$ cat src/rtl/lc3b_types.sv
// rtl/lc3b_types.sv - LC-3b shared types and branch predictor constants
package lc3b_types;

    typedef logic [15:0] lc3b_word;

    // Counter encoding: 00 strongly not-taken .. 11 strongly taken; MSB is the prediction.
    typedef logic [1:0] bp_counter_t;

    localparam bp_counter_t BP_CNT_RESET = 2'b01;
    localparam bp_counter_t BP_CNT_MAX   = 2'b11;
    localparam bp_counter_t BP_CNT_MIN   = 2'b00;

    localparam int BP_MIN_ADDR_BITS = 3;
    localparam int BP_MAX_ADDR_BITS = 6;

    function automatic bit bp_legal_addr_bits(input int n);
        return (n >= BP_MIN_ADDR_BITS) && (n <= BP_MAX_ADDR_BITS);
    endfunction

endpackage

$ cat src/rtl/bp_sat_counter.sv
// rtl/bp_sat_counter.sv - 2-bit saturating counter for the bimodal predictor
module bp_sat_counter
    import lc3b_types::*;
(
    input  logic        clk,
    input  logic        rst,
    input  logic        inc,
    input  logic        dec,
    output bp_counter_t state,
    output logic        pred
);

    // Simultaneous inc and dec cancel out and the counter holds.
    always_ff @(posedge clk) begin
        if (rst) begin
            state <= BP_CNT_RESET;
        end else if (inc && !dec && (state != BP_CNT_MAX)) begin
            state <= state + 2'b01;
        end else if (dec && !inc && (state != BP_CNT_MIN)) begin
            state <= state - 2'b01;
        end
    end

    assign pred = state[1];

endmodule

$ cat src/rtl/bimodal_branch_predictor.sv
// rtl/bimodal_branch_predictor.sv - bimodal branch predictor tracking one in-flight branch
module bimodal_branch_predictor
    import lc3b_types::*;
#(
    parameter int num_addr_bits = 4
) (
    input  logic        clk,
    input  logic        rst,
    input  logic [15:0] mem_address,
    input  logic        br_instruction,
    input  logic        taken,
    input  logic        not_taken,
    output logic        prediction,
    output logic        prediction_sync,
    output logic        branch_in_flight_out
);

    localparam bit LEGAL = bp_legal_addr_bits(num_addr_bits);

    lc3b_word addr_q;
    logic     in_flight;
    logic     load_branch;

    assign load_branch = br_instruction & ~in_flight;

    always_ff @(posedge clk) begin
        if (rst) begin
            addr_q <= 16'h0000;
        end else if (load_branch) begin
            addr_q <= mem_address;
        end
    end

    // A resolution wins over a newly fetched branch in the same cycle.
    always_ff @(posedge clk) begin
        if (rst) begin
            in_flight <= 1'b0;
        end else if (taken | not_taken) begin
            in_flight <= 1'b0;
        end else if (load_branch) begin
            in_flight <= 1'b1;
        end
    end

    assign branch_in_flight_out = in_flight;

    generate
        if (LEGAL) begin : g_table
            localparam int NUM_ENTRIES = 1 << num_addr_bits;

            logic [num_addr_bits-1:0] live_idx;
            logic [num_addr_bits-1:0] held_idx;
            logic [NUM_ENTRIES-1:0]   held_sel;
            logic [NUM_ENTRIES-1:0]   pred_vec;
            bp_counter_t              cnt_state [NUM_ENTRIES];
            logic                     unused_addr_bits;

            assign live_idx = mem_address[num_addr_bits:1];
            assign held_idx = addr_q[num_addr_bits:1];

            // Bit 0 and the bits above the index never select a counter.
            assign unused_addr_bits = ^{addr_q[15:num_addr_bits+1], addr_q[0]};

            always_comb begin
                held_sel           = '0;
                held_sel[held_idx] = 1'b1;
            end

            for (genvar i = 0; i < NUM_ENTRIES; i++) begin : g_cnt
                bp_sat_counter u_cnt (
                    .clk   (clk),
                    .rst   (rst),
                    .inc   (held_sel[i] & taken),
                    .dec   (held_sel[i] & not_taken),
                    .state (cnt_state[i]),
                    .pred  (pred_vec[i])
                );
            end

            assign prediction      = pred_vec[live_idx];
            assign prediction_sync = cnt_state[held_idx][1];
        end else begin : g_static
            logic unused_addr_bits;

            assign unused_addr_bits = ^addr_q;
            assign prediction       = 1'b0;
            assign prediction_sync  = 1'b0;
        end
    endgenerate

endmodule

$ cat config.mk
export PLATFORM = sky130hd
export DESIGN_NAME = bimodal_branch_predictor
export DESIGN_NICKNAME = d
export VERILOG_FILES = /design/src/rtl/lc3b_types.sv /design/src/rtl/bp_sat_counter.sv /design/src/rtl/bimodal_branch_predictor.sv
export SDC_FILE = /design/constraint.sdc
export NUM_CORES = 1
export LEC_CHECK = 0
export ABC_AREA = 1
export BUFFER_PORTS_ARGS = -buffer_cell sky130_fd_sc_hd__buf_2
export CAP_MARGIN = 20
export CORE_ASPECT_RATIO = 0.7
export CORE_MARGIN = 2
export CORE_UTILIZATION = 45
export DETAILED_ROUTE_END_ITERATION = 10
export SETUP_SLACK_MARGIN = 0.4
export SLEW_MARGIN = 20
export SYNTH_ARGS = -nofsm -noshare
export SYNTH_HDL_FRONTEND = slang
export SYNTH_HIERARCHICAL = 1
export SYNTH_SLANG_ARGS = --single-unit
$ cat constraint.sdc
create_clock -name clk -period 3.5 [get_ports clk]
set_input_delay 0.525 -clock clk [delete_from_list [all_inputs] [get_ports clk]]
set_output_delay 0.525 -clock clk [all_outputs]
set_load 0.05 [all_outputs]
== Word-level counts from Yosys, hierarchy flattened ==
Cells that the tools add are included.
W data, S select, Z words.
Word-level totals
  output and inout port bits: 3
  memories kept: 0
  bits in writable memories: 0
  logic and storage cells: 275
  bits in latches: 0
  memory bits (read-only): 0
  bits of input ports: 21
  register bits after elaboration: 38
Cells by class
  equality and inequality tests: 16
  shift-type cells: 0
  bitwise gates (word level): 36
  reduce and logical (&&, ||, !) cells: 130
  muxes and demuxes: 39
  multipliers: 0
  add/sub/neg operators: 32
  div/mod/pow operators: 0
  order comparisons: 4
Operators with widths (number)
  $mux W2: 34
  $logic_and A1 B1 Y1: 65
  $reduce_bool A2 Y1: 32
  $and A1 B1 Y1: 33
  $add A2 B1 Y2 const B: 16
  $logic_not A1 Y1: 32
  $ne A2 B2 Y1 const B: 16
  $sub A2 B1 Y2 const B: 16
  $lt A4 B5 Y1 const B: 2
  $bmux W2 S4: 1
  $ge A5 B5 Y1 const B: 1
  $not A4 Y5: 1
  $bmux W1 S4: 1
  $demux W1 S4: 1
  $ge A4 B1 Y1 const B: 1
  $mux W1: 2
  $reduce_or A2 Y1: 1
  $not A1 Y1: 1
  $or A1 B1 Y1: 1

== Depth between registers and ports, before layout ==
Gate-level depths: netlist of run 1.
  depth after elaboration: 10
  mapped depth: 11
  depth with buffers taken out: 11

== By module ==
Netlist of run 1, hierarchy kept.
Modules (own cells, without submodules)
  bp_sat_counter: sequential area each 40.0 sq um, instances 16, area each 140.1 sq um, cells each 22
  bimodal_branch_predictor: sequential area each 100.1 sq um, instances 1, area each 809.5 sq um, cells each 179

== Worst setup path after synthesis of run 1 ==
OpenSTA, ideal clock, no wires.
  path type: input -> output
  start point: input mem_address[1]
  end point: output prediction
  path buffers: 1
  path slack: 1605 ps
  data arrival time: 1370 ps
  cell stages on the path: 8
  required time: 2975 ps
  cell sequence: buf_2 > inv_2 > nand2_1 > nand2_1 > nand2_1 > nand3_1 > nand3_1 > nand2_1
Between the ends
  longest elaborated chain between the ends: 2
RTL lines
  from (decl): RTL line bimodal_branch_predictor.sv:9  | input logic [15:0] mem_address,
  $bmux W1 S4: RTL line bimodal_branch_predictor.sv:80  | assign prediction = pred_vec[live_idx];
  $mux W1 (implied by the code): RTL line bimodal_branch_predictor.sv:80
  to (decl): RTL line bimodal_branch_predictor.sv:13  | output logic prediction,
No other way between the ends. The select of a mux whose other input is x is not followed.

== Worst setup path after layout of run 1 ==
  start point: register addr_q[1]
  end point: output prediction_sync
Between the ends
  longest elaborated chain between the ends: 4
RTL lines
  from (decl): RTL line bimodal_branch_predictor.sv:20  | lc3b_word addr_q;
  from (signal assigned): RTL line bimodal_branch_predictor.sv:30  | addr_q <= mem_address;
  $not A4 Y5 (implied by the code): RTL line bimodal_branch_predictor.sv:81  | assign prediction_sync = cnt_state[held_idx][1];
  $bmux W2 S4: RTL line bimodal_branch_predictor.sv:81
  $mux W2 (implied by the code) (2 in series): RTL line bimodal_branch_predictor.sv:81
  to (decl): RTL line bimodal_branch_predictor.sv:14  | output logic prediction_sync,
No other way between the ends. The select of a mux whose other input is x is not followed.

==> results of run 1 <==
[registers in the layout, indices dropped and copies added (netlist names)]
register and cells:
branch_in_flight_out 1, addr_q 4, g_table.g_cnt.u_cnt/state 32
[critical path, delay by kind of cell (launching register included)]
family | cells | cell delay (ns)
buffers and inverters | 3 | 0.47
DFF | 1 | 0.65
and+or+nand+nor | 7 | 0.42
[cell usage after synthesis (4+ instances only)]
cell type	instances	area, um^2
nor3_1	10	50.1
nand2_2	32	200
inv_2	18	67.6
nor2_1	74	278
nor2_2	17	106
nand3_2	32	320
buf_4	17	128
a21oi_1	5	25.0
nand2_1	174	653
o21ai_0	4	20.0
inv_1	75	282
dfxtp_1	37	741
nand3_1	30	150
[layer usage]
metal | wire length (um) | vias up
met5 | 0 | -
met4 | 66 | 0
met3 | 225 | 9
met2 | 2860 | 32
met1 | 3310 | 1243
li1 | - | 1564
[cells by family (layout without fill, tap and decap cells)]
logic type | count (synthesis) | in the layout
AND/OR/NAND/NOR | 369 | 369
flip-flops | 37 | 37
buffers and inverters | 116 | 114
AO/OA/AOI/OAI | 9 | 9
[worst max-delay path by stage]
| stage | start | to | slack [ns] | cells after the start |
|---|---|---|---|---|
| final | addr_q[1]$_SDFFE_PP0P_ | prediction_sync | 1.12 | 10 |
| after global routing | addr_q[1]$_SDFFE_PP0P_ | prediction_sync | 0.94 | 10 |
| after CTS | addr_q[1]$_SDFFE_PP0P_ | prediction_sync | 1.12 | 10 |
| after detailed placement | taken | g_table.g_cnt[7].u_cnt/state[0]$_SDFFE_PP1P_ | 1.44 | 8 |
| after global placement | addr_q[1]$_SDFFE_PP0P_ | prediction_sync | 1.47 | 10 |
| after floorplan | mem_address[1] | prediction | 1.61 | 8 |
[through the flow]
stage / total power [uW] / cell area, um^2 / utilization
4_1_cts: 1140 / 3170 / 0.476
2_1_floorplan: 755 / 3050 / -
5_1_grt: 1200 / 3170 / 0.476
3_3_place_gp: 780 / 3070 / 0.461
6_report: 1120 / 3170 / 0.476
3_5_place_dp: 787 / 3070 / 0.461
[layout make-up]
class / count / area, um^2
clock buffer: 7 / 96.3
clock inverter: 1 / 5.00
fill: 740 / 3490
inverter: 95 / 357
multi-input combinational: 378 / 1800
sequential: 37 / 741
tap: 94 / 118
timing repair buffer: 11 / 55.1
[power by group through the flow]
stage / Sequential [uW] / Clock [uW] / Combinational, uW
2_1_floorplan: 493 / 0 / 262
5_1_grt: 507 / 371 / 322
6_report: 500 / 346 / 277
4_1_cts: 500 / 359 / 279
3_5_place_dp: 510 / 0 / 277
3_3_place_gp: 509 / 0 / 271
[layout by cell type, fill, tap and decap left out]
| master | count |
|---|---|
| nand3_2 | 32 |
| a21oi_1 | 5 |
| inv_1 | 75 |
| nor3_1 | 10 |
| nor2_2 | 17 |
| buf_2 | 11 |
| inv_2 | 18 |
| nor2_1 | 74 |
| clkbuf_8 | 7 |
| dfxtp_1 | 37 |
| clkinv_1 | 2 |
| nand2_1 | 174 |
| o21ai_0 | 4 |
| nand2_2 | 32 |
| nand3_1 | 30 |
| clkinv_2 | 1 |
==> flow_summary.yaml, run 1 <==
detailed_routing:
  post_drt_wl_per_cell_um: 10.4
  drt_wl_total_um: 6460
  vias: 2848
  via_per_inst: 4.57
  route.detailed.drc: 0
  ant_nets: 0
  drt-initial-drc-count: 142
  dr.pass1.iters: 4
critical_path:
  r2r_start: "addr_q[1]$_SDFFE_PP0P_"
  rr_worst_depth: 9
  crit_slowest_cell: "dfxtp_1"
  rrSetupSlack_ns: 1.53
  critPathRequiredTime_ns: 2.97
  worstSetupPathType: "reg -> out"
  endpoint_kind: "output pin"
  max_stage_delay_ns: 0.65
  crit_top_cell: "nand2_1"
  cp-start-kind: "register"
  timing.rr.end: "g_table.g_cnt[13].u_cnt/state[0]$_SDFFE_PP1P_"
  critPathMaxFanout: 13
  crit_chain: "inv_2, nand2_1, nand2_1, nand2_1, nand2_1, nand2_1, nand2_1, inv_1, nand2_1, buf_2"
  crit_arrival_ns: 1.85
power:
  p_int_uw: 727
  power.switching_uw: 397
  p_leak_uw: 0.00169
  pwr-share-comb: 0.246
  clkPwrFrac: 0.308
  power_density_nw_per_um2: 354
  peakVddDrop_mv: 0.174
  switching_share: 0.353
  seqPwrFrac: 0.445
outcome:
  outcome: "finished clean"
global_routing:
  met1_usage: 0.253
  grt_use_met2: 0.329
  grt_pass1_vias: 2637
  track_usage: 0.192
  grt_use_met3: 0.0364
  antenna_found_initial: 0
  grt_max_degree: 18
  grt_overflow: 0
  grt_pass1_wl_um: 11300
  top_usage_layer: "met2"
timing:
  max_freq_ghz: 0.421
  hold-worst-slack_ns: 0.472
  skew_ns: 0.00903
  tns_ns: 0
  max_slew_margin: 0.643
  rsz0062_at_grt: "no"
  setup_slack_ns: 1.12
  hold_viol_final: 0
  report.final.slew_viol_count: 0
  finalCriticalPeriod_ns: 2.38
  worst_pin_slew_ns: 0.533
  period_share: 0.679
  setup_viol: 0
logic_synthesis:
  syn_inst: 531
  yosys_warnings: 6
  synth_fa_ha_area_frac: 0
  avgSynthCellArea_um2: 5.75
  synth_top_family_by_area: "simple AND/OR/NAND/NOR gates"
  synthXorXnorAreaFrac: 0
  syn-cell-area_um2: 3050
  syn_nets: 552
  async_flop_share: 0
  synthSimpleGateAreaFrac: 0.576
  synthMuxAreaShare: 0
  synth_edf_count: 0
  synth_compound_area_frac: 0.0148
  synth-main-ff-cell: "dfxtp_1"
  ys_seq_area_frac: 0.243
  ys_types: 17
  yosys_register_bits: 37
floorplanning:
  die_w_um: 102
  ios: 24
  rows: 25
  start_util: 0.458
  die_h_um: 72.9
  core_area_um2: 6660
  fp.dieArea_um2: 7470
clocking:
  cts_root_buf: "clkbuf_8"
  path_clk_slew_ns: 0.08
  htreeDepth: 2
  tritoncts: "built"
  postCtsHoldBufs: 0
  post_cts_resized: 0
  cts_sinks: 37
  insertion_delay_ns: 0.30
  cts_made_buffers: 5
  clk_path_buf_depth: 2
  cts_setup_buffers: 0
layout:
  final-instance-count-excl-fill: 623
  finish.net_count: 549
  drive_gt1_frac: 0.223
  syn_to_final_growth_pct: 4.02
  num_antenna_cells: 0
run:
  drv_cap: 0
place:
  placed_cells: 615
  gp_congestion: 0.891
  post-dp-hpwl_um: 4950
  io_buffers: 11
  dpl_worst_slack_ns: 1.44
worst_hold_path:
  min_to: "branch_in_flight_out$_SDFFE_PP0P_"
  worstHoldStart: "branch_in_flight_out$_SDFFE_PP0P_"
  hold_depth: 2
  hp-class: "reg -> reg"
(Power assumes the default switching activity.)
==> run 2, diff against run 1 <==
==> constraint.sdc (replaced) <==
create_clock -name clk -period 2.46 [get_ports clk]
set_input_delay 0.369 -clock clk [delete_from_list [all_inputs] [get_ports clk]]
set_output_delay 0.369 -clock clk [all_outputs]
set_load 0.05 [all_outputs]
==> flow_summary.yaml, run 2 (synthesized netlist as in run 1, its figures left out) <==
timing:
  max_freq_ghz: 0.523
  report.final.slew_viol_count: 0
  period_share: 0.777
  skew_ns: 0.00992
  tns_ns: 0
  setup_viol: 0
  worst_pin_slew_ns: 0.572
  finalCriticalPeriod_ns: 1.91
  max_slew_margin: 0.616
  hold-worst-slack_ns: 0.419
  hold_viol_final: 0
  rsz0062_at_grt: "no"
layout:
  largest_register_ffs: 32
  final_util: 0.484
  regMostFlops: "g_table.g_cnt.u_cnt/state"
  drive_gt1_frac: 0.230
  final_common_cell: "nand2_1"
  num_antenna_cells: 0
  fillers: 719
  multi_input_area_um2: 1810
  syn_to_final_growth_pct: 5.74
  layout_common_cells: "174 x nand2_1, 75 x inv_1, 73 x nor2_1, 35 x dfxtp_1"
  seq_area_um2: 746
  finish.net_count: 550
detailed_routing:
  vias: 2832
  drt_wl_total_um: 6510
  ant_nets: 0
  route.detailed.drc: 0
  drt-initial-drc-count: 101
  post_drt_wl_per_cell_um: 10.4
  via_per_inst: 4.54
  dr.pass1.iters: 5
global_routing:
  track_usage: 0.188
  antenna_found_initial: 0
  grt_max_degree: 18
  grt_overflow: 0
  grt_pass1_wl_um: 11100
  grt_pass1_vias: 2562
run:
  drv_cap: 0
critical_path:
  r2r_start: "addr_q[2]$_SDFFE_PP0P_"
  crit_arrival_ns: 1.54
  cp-startpoint: "addr_q[4]$_SDFFE_PP0P_"
  worstSetupPathType: "reg -> out"
  critPathRequiredTime_ns: 2.09
  critPathMaxFanout: 7
  cp-start-kind: "register"
  endpoint_kind: "output pin"
floorplanning:
  start_util: 0.458
  die_w_um: 102
  ios: 24
  die_h_um: 72.9
  rows: 25
  fp.dieArea_um2: 7470
  core_area_um2: 6660
clocking:
  htreeDepth: 2
  clk_path_buf_depth: 2
  cts_sinks: 37
  cts_setup_buffers: 0
  cts_made_buffers: 5
  postCtsHoldBufs: 0
  insertion_delay_ns: 0.30
  tritoncts: "built"
  cts_root_buf: "clkbuf_8"
  path_clk_slew_ns: 0.09
place:
  gp_congestion: 0.930
  post-dp-hpwl_um: 4940
  io_buffers: 11
outcome:
  outcome: "finished clean"
power:
  power_density_nw_per_um2: 545
  peakVddDrop_mv: 0.270
  p_leak_uw: 0.00171
worst_hold_path:
  worstHoldStart: "mem_address[4]"
  hp-class: "in -> reg"
## run 2: changes by cell type in the layout (fill, tap and decap cells not counted)
cell,change
bufinv_16,+2
dfxtp_4,+1
nor2_1,-1
inv_4,+1
buf_2,-1
nor2_2,+1
clkbuf_8,-2
inv_2,-1
dfxtp_2,+1
dfxtp_1,-2
buf_4,+2
## run 2: metrics by stage
| step | worst slack, ns | power, uW | area [um^2] | cells |
|---|---|---|---|---|
| 5_1_grt | 0.424 | 1870 | 3230 | 624 |
| 2_1_floorplan | 0.877 | 1070 | 3050 | 531 |
| 3_5_place_dp | 0.477 | 1120 | 3080 | 616 |
| 4_1_cts | 0.425 | 1770 | 3220 | 624 |
| 3_3_place_gp | 0.512 | 1110 | 3080 | 616 |
| 6_report | 0.547 | 1760 | 3230 | 624 |
## run 2: cell type report
class | instances | share of cell area
clock buffers | 5 | 0.0213
clock inverters | 3 | 0.0202
inverters | 95 | 0.111
multi-input cells | 378 | 0.560
flip-flops and latches | 37 | 0.231
well taps | 94 | 0.0364
repair buffers | 12 | 0.0202
## run 2: worst max-delay path, stage by stage, from the launching register on
cell and delay [ns]:
dfxtp_1 0.41, nand2_1 0.24, inv_1 0.15, nand2_1 0.06, nand2_1 0.06, inv_1 0.05
nand2_1 0.08, buf_4 0.20
## run 2: what timing repair did
action	CTS	global route
gates resized for setup	1	6
setup endpoints to repair	1	1
hold endpoints to repair	0	0
## run 2: final timing paths
check	to	slack (ns)	cells after the start
setup / recovery	prediction_sync	0.55	7
hold / removal	addr_q[4]$_SDFFE_PP0P_	0.42	3
setup reg to reg	g_table.g_cnt[14].u_cnt/state[0]$_SDFFE_PP1P_	0.71	9
hold reg to reg	branch_in_flight_out$_SDFFE_PP0P_	0.47	2
## run 2: power by group
group / internal [uW] / leakage [uW] / switching, uW
registers: 651 / 0.000303 / 62.1
clock network: 403 / 0.0000681 / 242
logic: 134 / 0.00134 / 266
## run 2: metal layers
layer  vias up  routed length (um)  global-route usage
met5         -                   0                   0
met4         0                  34              0.0400
met1      1233                3330               0.251
met2        33                2920               0.320
met3         4                 229              0.0345
li1       1562                   -                   -
==> run 3, diff against run 2 <==
==> constraint.sdc (replaced) <==
create_clock -name clk -period 2 [get_ports clk]
set_input_delay 0.3 -clock clk [delete_from_list [all_inputs] [get_ports clk]]
set_output_delay 0.3 -clock clk [all_outputs]
set_load 0.05 [all_outputs]
==> flow_summary.yaml, run 3 (synthesized netlist as in run 1, its figures left out) <==
detailed_routing:
  drt-initial-drc-count: 124
  via_per_inst: 4.56
  post_drt_wl_per_cell_um: 10.4
  vias: 2907
  ant_nets: 0
  drt_wl_total_um: 6650
  route.detailed.drc: 0
  dr.pass1.iters: 4
layout:
  final_util: 0.519
  finish.net_count: 564
  regMostFlops: "g_table.g_cnt.u_cnt/state"
  num_antenna_cells: 0
  largest_register_ffs: 32
  syn_to_final_growth_pct: 13.3
  layout_common_cells: "165 x nand2_1, 72 x inv_1, 68 x nor2_1, 41 x nand2_2, 34 x nand3_2"
  final_common_cell: "nand2_1"
  drive_gt1_frac: 0.331
critical_path:
  crit_chain: "buf_6, nand2_1, nand2_1, nand2_1, nand2_1, nand2_1, nand2_1, inv_2, nand2_2, buf_8"
  critPathRequiredTime_ns: 1.70
  crit_slowest_cell: "dfxtp_4"
  cp-start-kind: "register"
  crit_top_cell: "nand2_1"
  endpoint_kind: "output pin"
  crit_arrival_ns: 1.45
  critPathMaxFanout: 7
  path_depth: 10
  cp_top_family: "flip-flops"
  rr_worst_depth: 10
  max_stage_delay_ns: 0.42
  timing.critical_path.buf_inv: 3
  worstSetupPathType: "reg -> out"
global_routing:
  grt_pass1_vias: 2699
  grt_pass1_wl_um: 11400
  track_usage: 0.194
  grt_max_degree: 18
  antenna_found_initial: 0
  grt_overflow: 0
timing:
  tns_ns: 0
  rsz0062_at_grt: "yes"
  setup_viol: 0
  max_slew_margin: 0.622
  period_share: 0.876
  skew_ns: 0.0118
  worst_pin_slew_ns: 0.563
  hold_viol_final: 0
  max_freq_ghz: 0.571
  report.final.slew_viol_count: 0
  finalCriticalPeriod_ns: 1.75
place:
  post-dp-hpwl_um: 5010
  io_buffers: 11
  gp_congestion: 0.909
clocking:
  cts_made_buffers: 5
  cts_root_buf: "clkbuf_8"
  cts_sinks: 37
  path_clk_slew_ns: 0.08
  htreeDepth: 2
  postCtsHoldBufs: 0
  tritoncts: "built"
  clk_path_buf_depth: 2
  insertion_delay_ns: 0.31
worst_hold_path:
  hp-class: "in -> reg"
  hold_depth: 3
power:
  p_leak_uw: 0.00180
  switching_share: 0.360
  clkPwrFrac: 0.287
  power_density_nw_per_um2: 588
  power.switching_uw: 731
  p_int_uw: 1300
  pwr-share-comb: 0.280
  seqPwrFrac: 0.433
  peakVddDrop_mv: 0.313
floorplanning:
  die_w_um: 102
  start_util: 0.458
  ios: 24
  die_h_um: 72.9
  rows: 25
  fp.dieArea_um2: 7470
  core_area_um2: 6660
run:
  drv_cap: 0
outcome:
  outcome: "finished clean"
[run 3: changes by cell type in the layout (fill, tap and decap cells not counted), moves of 3 or more]
cell | before | now
dfxtp_1 | 35 | 17
buf_4 | 2 | 13
dfxtp_2 | 1 | 10
dfxtp_4 | 1 | 10
nand2_1 | 174 | 165
nand2_2 | 32 | 41
nor3_1 | 10 | 3
nor3_2 | 0 | 6
nor2_1 | 73 | 68
nor2_2 | 18 | 23
inv_1 | 75 | 72
[run 3: what timing repair did]
action | CTS | global route
buffers inserted | 3 | 7
resized for setup | 34 | 34
pin swaps | 6 | 11
endpoints found under the setup margin | 24 | 29
cloned | 0 | 0
[run 3: stage by stage]
stage / instances / power [uW] / hold WS [ns] / area, um^2 / setup WS (ns)
after floorplan: 531 / 1320 / 0.420 / 3050 / 0.541
after global placement: 620 / 1370 / 0.449 / 3110 / 0.208
after detailed placement: 620 / 1380 / 0.455 / 3110 / 0.186
after CTS: 631 / 2000 / 0.336 / 3300 / 0.267
after global routing: 638 / 2170 / 0.357 / 3460 / 0.173
final: 638 / 2030 / 0.337 / 3460 / 0.248
[run 3: final timing paths]
check / slack, ns / to / from
worst max-delay path: 0.25 / prediction_sync / addr_q[1]$_SDFFE_PP0P_
worst max register to register: 0.34 / g_table.g_cnt[14].u_cnt/state[0]$_SDFFE_PP1P_ / addr_q[1]$_SDFFE_PP0P_
worst min register to register: 0.47 / branch_in_flight_out$_SDFFE_PP0P_ / branch_in_flight_out$_SDFFE_PP0P_
worst min-delay path: 0.34 / addr_q[4]$_SDFFE_PP0P_ / mem_address[4]
[run 3: final cells by class]
type / count / area [um^2]
clock inverter: 2 / 13.8
clock buffer: 6 / 82.6
sequential: 37 / 791
timing repair buffer: 26 / 195
tap: 94 / 118
multi-input combinational: 378 / 1890
inverter: 95 / 365
fill: 696 / 3210
[run 3: metal layers]
metal	wire length, um	vias to the layer above	global-route usage	share of wire
li1	-	1595	-	-
met1	3390	1279	0.246	0.51
met2	2930	28	0.325	0.44
met3	263	5	0.0584	0.040
met4	64	0	0.0459	0.0096
met5	0	-	0	0
[run 3: worst min-delay path, delay by kind of cell]
kind                   cells  cell delay (ns)
AOI/OAI and AO/OA          2             0.19
buffers and inverters      1             0.11
[run 3: power by group through the flow]
| stage | clock [uW] | combinational (uW) | sequential (uW) |
|---|---|---|---|
| floorplan | 0 | 459 | 862 |
| global placement | 0 | 485 | 890 |
| detailed placement | 0 | 494 | 889 |
| CTS | 599 | 523 | 882 |
| global route | 635 | 649 | 890 |
| finish | 584 | 568 | 880 |
